### src/rtl/lab1_led_sequencer.sv
// Lab 1 LED sequencer: drives switch-decoded LEDs plus a free-running blink LED
// in LIVE mode, and on request walks a fixed pattern across all three LEDs as a
// timed self-test before returning to LIVE.
module lab1_led_sequencer #(
  parameter int BLINK_HALF_PERIOD = 10_000_000,
  parameter int STEP_CYCLES       = 24_000_000
) (
  input  logic       clk,
  input  logic       reset,
  input  logic [3:0] s,
  input  logic       test_req,
  output logic [2:0] led,
  output logic       test_busy,
  output logic       test_done
);

  localparam int BW = (BLINK_HALF_PERIOD > 1) ? $clog2(BLINK_HALF_PERIOD) : 1;
  localparam int SW = (STEP_CYCLES > 1) ? $clog2(STEP_CYCLES) : 1;
  localparam logic [BW-1:0] BLINK_LAST = BW'(BLINK_HALF_PERIOD - 1);
  localparam logic [SW-1:0] STEP_LAST  = SW'(STEP_CYCLES - 1);
  localparam logic [2:0]    LAST_IDX   = 3'd4;

  typedef enum logic {
    LIVE = 1'b0,
    TEST = 1'b1
  } state_t;

  state_t        state, state_next;
  logic [BW-1:0] blink_cnt;
  logic          blink;
  logic [2:0]    step_idx, step_idx_next;
  logic [SW-1:0] step_cnt, step_cnt_next;
  logic [2:0]    led_next;
  logic          busy_next;
  logic          done_next;
  logic [2:0]    live_led;

  // Self-test pattern shown for each step index; out-of-range indices are dark.
  function automatic logic [2:0] test_pattern(input logic [2:0] idx);
    case (idx)
      3'd0:    test_pattern = 3'b001;
      3'd1:    test_pattern = 3'b010;
      3'd2:    test_pattern = 3'b100;
      3'd3:    test_pattern = 3'b111;
      default: test_pattern = 3'b000;
    endcase
  endfunction

  // Blink uses the pre-edge value, so LEDs follow the switches one cycle later.
  assign live_led = {blink, s[3] & s[2], s[1] ^ s[0]};

  // Free-running blink divider; keeps counting through self-tests.
  always_ff @(posedge clk) begin
    if (reset) begin
      blink_cnt <= '0;
      blink     <= 1'b0;
    end else if (blink_cnt == BLINK_LAST) begin
      blink_cnt <= '0;
      blink     <= ~blink;
    end else begin
      blink_cnt <= blink_cnt + 1'b1;
    end
  end

  // State register and registered outputs.
  always_ff @(posedge clk) begin
    if (reset) begin
      state     <= LIVE;
      step_idx  <= '0;
      step_cnt  <= '0;
      led       <= 3'b000;
      test_busy <= 1'b0;
      test_done <= 1'b0;
    end else begin
      state     <= state_next;
      step_idx  <= step_idx_next;
      step_cnt  <= step_cnt_next;
      led       <= led_next;
      test_busy <= busy_next;
      test_done <= done_next;
    end
  end

  // Next-state and next-output logic.
  always_comb begin
    state_next    = state;
    step_idx_next = step_idx;
    step_cnt_next = step_cnt;
    led_next      = led;
    busy_next     = test_busy;
    done_next     = 1'b0;
    case (state)
      LIVE: begin
        if (test_req) begin
          // Starting a test replaces this edge's live update with the first pattern.
          state_next    = TEST;
          step_idx_next = '0;
          step_cnt_next = '0;
          led_next      = test_pattern(3'd0);
          busy_next     = 1'b1;
        end else begin
          led_next  = live_led;
          busy_next = 1'b0;
        end
      end
      TEST: begin
        busy_next = 1'b1;
        if (step_cnt == STEP_LAST) begin
          step_cnt_next = '0;
          if (step_idx == LAST_IDX) begin
            // Last pattern done: back to LIVE with a one-cycle completion pulse.
            state_next    = LIVE;
            step_idx_next = '0;
            led_next      = live_led;
            busy_next     = 1'b0;
            done_next     = 1'b1;
          end else begin
            step_idx_next = step_idx + 1'b1;
            led_next      = test_pattern(step_idx + 1'b1);
          end
        end else begin
          step_cnt_next = step_cnt + 1'b1;
        end
      end
      default: begin
        state_next = LIVE;
        busy_next  = 1'b0;
      end
    endcase
  end

endmodule

### config.mk
export PLATFORM = sky130hd
export DESIGN_NAME = lab1_led_sequencer
export DESIGN_NICKNAME = d
export VERILOG_FILES = /design/src/rtl/lab1_led_sequencer.sv
export SDC_FILE = /design/constraint.sdc
export NUM_CORES = 1
export LEC_CHECK = 0
export CORE_UTILIZATION = 45
export CTS_BUF_LIST = sky130_fd_sc_hd__clkbuf_8
export DETAILED_ROUTE_END_ITERATION = 8
export PLACE_DENSITY = 0.73
export SYNTH_ARGS = -nofsm -noshare
export SYNTH_HDL_FRONTEND = slang
export SYNTH_SLANG_ARGS = --single-unit
### constraint.sdc
create_clock -name clk -period 3.3 [get_ports clk]
set_input_delay 0.66 -clock clk [delete_from_list [all_inputs] [get_ports clk]]
set_output_delay 0.66 -clock clk [all_outputs]
set_load 0.02 [all_outputs]
---- After elaboration in Yosys (flattened, before gate mapping) ----
Index checks and enable logic that the tools add are counted.
W data, S select, Z words.
word-level totals
  bits in latches ......................... 0
  bits in registers ....................... 58
  bits of input ports ..................... 7
  word-level logic and storage cells ...... 44
  bits in read-only memories .............. 0
  memory bits (writable) .................. 0
  output and inout port bits .............. 5
  memories ................................ 0
operators by class
  eq/ne operators ......................... 8
  div/mod/pow operators ................... 0
  reduce and logical (&&, ||, !) cells .... 4
  muxes and demuxes ....................... 17
  shift operators ......................... 0
  $add $sub $neg .......................... 3
  bitwise operators ....................... 5
  order comparisons ....................... 0
  $mul .................................... 0
operators by type and width
  cell                     number
  $mux W25                 2
  $pmux W25 S2             1
  $add A25 B1 Y25 const B  1
  $eq A25 B25 Y1 const B   1
  $add A24 B1 Y24 const B  1
  $eq A24 B24 Y1 const B   1
  $mux W3                  6
  $pmux W3 S2              2
  $pmux W3 S4              1
  $eq A3 B2 Y1 const B     2
  $mux W1                  4
  $add A3 B1 Y3 const B    1
  $eq A3 B1 Y1 const B     1
  $eq A3 B3 Y1 const B     1
  $logic_not A3 Y1         1
  $not A1 Y1               3
  $reduce_or A3 Y1         1
  $ne A2 B1 Y1 const B     1
  $ne A2 B2 Y1 const B     1
  $pmux W1 S2              1
  $reduce_and A2 Y1        1
  $reduce_or A2 Y1         1
  $and A1 B1 Y1            1
  $xor A1 B1 Y1            1

---- Logic depth before layout (Yosys ltp) ----
Gate-level depths: netlist of the first run.
  depth after elaboration ................. 6
  depth in mapped cells ................... 8
  gate-level depth less buffers ........... 7

---- Worst setup path before layout of the first run ----
No wires, ideal clock.
  path type ............................... flip-flop to flip-flop
  from .................................... reg step_cnt[0]
  to ...................................... reg step_cnt[16]
  slack ................................... 1.438 ns
  cell stages (with the launch flop) ...... 8
  data required time ...................... 3.183 ns
  arrival time ............................ 1.745 ns
  setup time .............................. 0.117 ns
  period minus slack after synthesis ...... 1.862 ns
  path buffers ............................ 1
  cell sequence ........................... dfxtp_1 -> ha_1 -> nand3_2 -> nor4_4 -> a21boi_1 -> buf_4 -> a21o_1 -> a22o_1
between the ends
  longest elaborated chain between the ends .. 3
  elaborated cells between the ends (all ways) .. 4
  those cells by class .................... 1 x add/sub; 1 x eq/ne; 2 x mux
ends and longest elaborated chain
  what                                                      RTL line  text
  start: declaration                                        32        logic [SW-1:0] step_cnt, step_cnt_next;
  start signal: assignment                                  77        step_cnt <= step_cnt_next;
  $add A25 B1 Y25 / $eq A25 B25 Y1 (equally long branches)  122, 108
  $mux W25 (*)                                              108       if (step_cnt == STEP_LAST) begin
  $pmux W25 S2 (*)                                          92        case (state)
Mark *: on every way between the ends. The rest lies on a longest branch, timed or not.
A chain may end at the register's enable or synchronous reset.

==> impl_metrics.py, run 1 <==
metrics = {
    "logic_synthesis": {
        "async_reset_ff_share_pct": 0,
        "syn-instance-count": 345,
        "synth_ff_type": "dfxtp_1",
        "yosysUniqueCellTypes": 49,
        "synthAdderAreaFrac_pct": 3.00,
        "netlist_area_sq_um": 2920,
        "synthSimpleGateAreaFrac_pct": 32.1,
        "synth_xor_area_share_pct": 9.60,
        "avgSynthCellArea_sq_um": 8.46,
        "yosys-top-cells-area": "dfxtp_1, nor2_1, xnor2_1",
        "synth_edf_count": 0,
        "yosysSeqAreaShare_pct": 39.8,
        "synth_compound_area_share_pct": 10.9,
        "synth_top_family_by_area": "simple AND/OR/NAND/NOR gates",
        "synth.most_common_cell": "dfxtp_1",
        "yosys_warnings": 0,
        "yosys.area.top_type": "dfxtp_1",
        "synth_mux_area_share_pct": 0.686,
        "synth_fp_nets": 359,
        "yosys.area.top_type_share_pct": 39.8,
        "ys_ff_latch": 58,
        "synthTopCellsByCount": "dfxtp_1, nor2_1, nand2_1, nand3_1, xnor2_1",
    },
    "cells_and_area": {
        "area_growth_pct": 11.3,
        "num_antenna_cells": 0,
        "final_area_sq_um": 3250,
        "fin_nets": 373,
        "drive_gt1_share_pct": 6.87,
    },
    "sta": {
        "rsz0062_at_grt": "false",
        "fmax_mhz": 447,
        "slew_headroom_pct": 44.5,
        "fin_crit_sh_pct": 67.7,
        "setup_viol": 0,
        "slew_viol_final": 0,
        "worst_pin_slew_ns": 0.826,
        "skew_ns": 0.00793,
        "fin_crit_ns": 2.24,
        "finalSetupTns_ns": 0,
        "hold_ws_ns": 0.458,
        "hold_violations": 0,
    },
    "power": {
        "swShare_pct": 23.6,
        "internal-power_mw": 1.08,
        "p_per_area_nw_per_um2": 435,
        "seqPwrFrac_pct": 50.9,
        "p_switching_uw": 334,
        "irDropWorstVdd_v": 0.000262,
        "pwr-share-comb_pct": 5.0,
        "clkPwrFrac_pct": 44.1,
        "leakagePower_nw": 1.13,
    },
    "place": {
        "port_buffers": 11,
        "placement.cell_area_sq_um": 3060,
        "dp_hpwl_mm": 4.16,
        "place_congestion": 0.829,
    },
    "drt": {
        "dr_total_vias": 2435,
        "first_iter_violations": 124,
        "drc": 0,
        "wire_per_inst_microns": 13.3,
        "vias_per_cell": 5.55,
        "firstDrtPassIters": 4,
        "wirelength_mm": 5.84,
        "ant_nets": 0,
    },
    "die": {
        "die_area_sq_um": 6810,
        "core_area_sq_um": 6100,
        "fp.dieH_microns": 82.5,
        "die_w_microns": 82.5,
        "ioPinCount": 12,
        "initial_core_util_pct": 47.9,
        "rows": 28,
    },
    "critical_path": {
        "cp_top_family": "buffers and inverters",
        "critical_path_required_ns": 2.64,
        "arrival_ns": 1.58,
        "slowest_delay_ns": 0.68,
        "cp_cell_sequence": "clkdlybuf4s50_1",
        "critical_path_class": "flip-flop to output pin",
        "crit_fanout": 14,
        "worstSetupStartpointType": "flip-flop",
        "critPathBufInv": 1,
        "crit_path_end_kind": "output pin",
        "cp_slowest_cell": "clkdlybuf4s50_1",
    },
    "clock_tree": {
        "cts_buffers": 9,
        "clkSinkCount": 58,
        "cts-resized-gates": 0,
        "htree_levels": 3,
        "clkTransAtPathRegs_ns": 0.07,
        "cts_setup_buffers": 0,
        "cts_tree": "built",
        "clockBufferDepth": 2,
        "clock_latency_ns": 0.33,
        "cts_hold_buf": 0,
        "root_buffer": "clkbuf_8",
    },
    "global_route": {
        "grt_pass1_vias": 2218,
        "grt_pass1_wl_mm": 10.1,
        "grt_usage_pct": 19.4,
        "grt_start_max_net_pins": 24,
        "grt_antenna_before_repair": 0,
        "grt-ovfl-total": 0,
    },
    "outcome": {
        "outcome": "finished, final reports clean",
    },
    "flow_run": {
        "maxCapViolations": 0,
    },
    "worst_hold_path": {
        "hold_path.class": "flip-flop to flip-flop",
    },
}
-- area by class of cell --
type,instances,area [sq um]
Timing Repair Buffer,13,125
Multi-Input combinational cell,266,1640
Tap cell,75,93.8
Clock inverter,7,61.3
Inverter,11,41.3
Sequential cell,58,1160
Fill cell,572,2850
Clock buffer,9,124
-- layout by cell type, fill, tap and decap left out, types with 12 or more instances in the layout --
cell type and n:
nand2_1 26, xor2_1 14, nand4_1 17, a21oi_1 12
dfxtp_1 58, nor3_1 14, inv_1 12, nor2_1 55
xnor2_1 18, nand3_1 18
-- logic make-up (layout without fill, tap and decap cells) --
logic type	after synthesis	in the layout
AND/OR/NAND/NOR	176	176
flip-flops	58	58
AO/OA/AOI/OAI	49	49
XOR/XNOR	32	32
buffers and inverters	21	40
adder cells (fa/ha/maj)	7	7
multiplexers	2	2
-- final timing paths --
path                                     end  cells after the start          from  slack [ns]
worst min register to register  blink_cnt[0]                      1  blink_cnt[0]        0.46
worst max-delay path               test_busy                      1         state        1.06
worst max register to register  blink_cnt[4]                      6  blink_cnt[0]        1.06
worst min-delay path            blink_cnt[0]                      1  blink_cnt[0]        0.46
-- through the flow --
step	util [%]	worst slack (ns)	power, mW	instances
floorplan	-	1.44	0.784	345
global placement	50.3	0.955	0.806	423
detailed placement	50.3	0.904	0.807	423
CTS	53.3	1.02	1.43	439
global route	53.3	0.805	1.46	439
finish	53.3	1.06	1.41	439
-- flip-flops by register name (all words and copies together) (netlist names) --
signal and flops:
blink 1, blink_cnt 24, led 3, state 1, step_cnt 25, step_idx 3, test_done 1
-- routing by layer --
| layer | GRT usage [%] | vias up | part of all wire (%) |
|---|---|---|---|
| li1 | - | 1257 | - |
| met1 | 24.7 | 1145 | 48 |
| met2 | 31.1 | 31 | 49 |
| met3 | 6.48 | 2 | 2.8 |
| met4 | 5.52 | 0 | 0.36 |
| met5 | 0 | - | 0 |
-- power groups by stage --
stage | Clock (mW) | Sequential (mW) | Combinational (mW)
final | 0.624 | 0.720 | 0.0708
after detailed placement | 0 | 0.736 | 0.0710
after global routing | 0.660 | 0.721 | 0.0788
after global placement | 0 | 0.735 | 0.0706
after CTS | 0.638 | 0.720 | 0.0715
after floorplan | 0 | 0.737 | 0.0471
Power figures use the tool's default switching activity.
==> run 2: changes to the inputs <==
- clock period: 3.3 -> 2.3 ns (I/O delays scaled with it)
==> run 2 against run 1 <==
  * Final area increased by 3.1%
  * Critical path type unchanged
  * Critical endpoint unchanged
  * Clock skew increased by 0.0025 ns
  * Combinational power increased by 55%
==> impl_metrics.py, run 2 (synthesized netlist as in run 1, its figures left out) <==
metrics = {
    "outcome": {
        "outcome": "finished, final reports clean",
    },
    "die": {
        "core_area_sq_um": 6100,
        "die_area_sq_um": 6810,
        "ioPinCount": 12,
        "fp.dieH_microns": 82.5,
        "rows": 28,
        "initial_core_util_pct": 47.9,
        "die_w_microns": 82.5,
    },
    "drt": {
        "vias_per_cell": 5.60,
        "firstDrtPassIters": 4,
        "wirelength_mm": 5.99,
        "dr_total_vias": 2493,
        "drc": 0,
        "first_iter_violations": 99,
        "ant_nets": 0,
        "wire_per_inst_microns": 13.5,
    },
    "critical_path": {
        "crit_path_end_kind": "output pin",
        "arrival_ns": 1.60,
        "cp_top_family": "buffers and inverters",
        "critical_path_class": "flip-flop to output pin",
        "cp_slowest_cell": "clkdlybuf4s50_1",
        "worstSetupStartpointType": "flip-flop",
        "cp_cell_sequence": "clkdlybuf4s50_1",
        "slowest_delay_ns": 0.69,
        "rr_startpoint": "step_cnt[0]",
        "crit_fanout": 14,
        "critPathBufInv": 1,
        "setup.worst_path.start": "state",
        "critical_path_required_ns": 1.84,
    },
    "sta": {
        "rsz0062_at_grt": "false",
        "fin_crit_sh_pct": 89.7,
        "skew_ns": 0.0105,
        "worst_pin_slew_ns": 0.716,
        "slew_viol_final": 0,
        "fin_crit_ns": 2.06,
        "fmax_mhz": 485,
        "setup_viol": 0,
        "finalSetupTns_ns": 0,
        "slew_headroom_pct": 51.9,
        "hold_violations": 0,
    },
    "cells_and_area": {
        "regArea_sq_um": 1160,
        "largest_reg_flops": 25,
        "fin_nets": 379,
        "final_area_sq_um": 3350,
        "multi_input_area_sq_um": 1640,
        "final_cell_mix": "dfxtp_1, nor2_1, nand2_1",
        "num_antenna_cells": 0,
        "max_flop_register": "step_cnt",
        "final_common_cell": "dfxtp_1",
        "drive_gt1_share_pct": 8.65,
        "reg_top3": "step_cnt x25, blink_cnt x24",
        "area_growth_pct": 14.7,
        "fillers": 572,
    },
    "worst_hold_path": {
        "hold_path.class": "flip-flop to flip-flop",
        "hp-start": "blink_cnt[0]",
    },
    "clock_tree": {
        "clock_latency_ns": 0.34,
        "root_buffer": "clkbuf_8",
        "cts_buffers": 9,
        "clkSinkCount": 58,
        "cts-resized-gates": 0,
        "clkTransAtPathRegs_ns": 0.07,
        "cts_setup_buffers": 0,
        "clockBufferDepth": 2,
        "htree_levels": 3,
        "cts_tree": "built",
        "cts_hold_buf": 0,
    },
    "place": {
        "dp_hpwl_mm": 4.24,
        "port_buffers": 11,
        "place_congestion": 0.853,
        "placement.cell_area_sq_um": 3120,
    },
    "global_route": {
        "grt_start_max_net_pins": 24,
        "grt-ovfl-total": 0,
        "grt_antenna_before_repair": 0,
        "grt_usage_pct": 19.8,
        "grt_pass1_wl_mm": 10.0,
        "grt_pass1_vias": 2229,
    },
    "power": {
        "p_per_area_nw_per_um2": 659,
        "irDropWorstVdd_v": 0.000501,
        "leakagePower_nw": 1.17,
    },
    "flow_run": {
        "maxCapViolations": 0,
    },
}
==> run 2: through the flow <==
step	worst slack (ns)	utilization, %	power, mW	hold slack (ns)	cells
6_report	0.238	54.9	2.21	0.455	445
5_1_grt	0.0742	54.9	2.29	0.500	445
4_1_cts	0.236	54.9	2.24	0.464	445
3_5_place_dp	0.314	51.2	1.17	0.447	429
3_3_place_gp	0.369	51.2	1.16	0.441	429
2_1_floorplan	0.438	-	1.12	0.426	345
==> run 2: worst reg2reg max path, delay by kind of cell (launching register included) <==
family,cells,cell delay [ns]
AO/OA/AOI/OAI,2,0.54
adder cells (fa/ha/maj),1,0.25
buffers and inverters,1,0.16
flip-flops,1,0.41
AND/OR/NAND/NOR,3,0.54
==> run 2: final cells by class <==
| cell class | instances | area share [%] |
|---|---|---|
| sequential | 58 | 34.7 |
| inverter | 11 | 1.23 |
| tap | 75 | 2.80 |
| clock inverter | 6 | 2.69 |
| timing repair buffer | 19 | 5.45 |
| clock buffer | 10 | 4.11 |
| multi-input combinational | 266 | 49.0 |
==> run 2: path summary, 6_finish.rpt <==
kind | cells past startpoint | slack, ns | to
worst min-delay path | 1 | 0.46 | blink_cnt[0]
worst max register to register | 7 | 0.30 | led[2]
worst min register to register | 1 | 0.46 | blink_cnt[0]
worst max-delay path | 1 | 0.24 | test_busy
==> run 2: report_power, final <==
| group | internal (mW) | switching (mW) |
|---|---|---|
| combinational | 0.0502 | 0.0602 |
| clock | 0.638 | 0.427 |
| sequential | 1.02 | 0.0154 |
| total | 1.71 | 0.502 |
==> run 2: routing by layer <==
metal  routed length, microns  GRT usage [%]  up-vias
met4                       85           8.97        0
met5                        0              0        -
li1                         -              -     1274
met3                      206           6.92        8
met1                     2970           24.7     1166
met2                     2740           30.7       45
==> run 3: changes to the inputs <==
- CAP_MARGIN: not set -> 20
==> results of run 3 <==
Same layout as run 2: the final DEF is identical, and so are final timing and power.
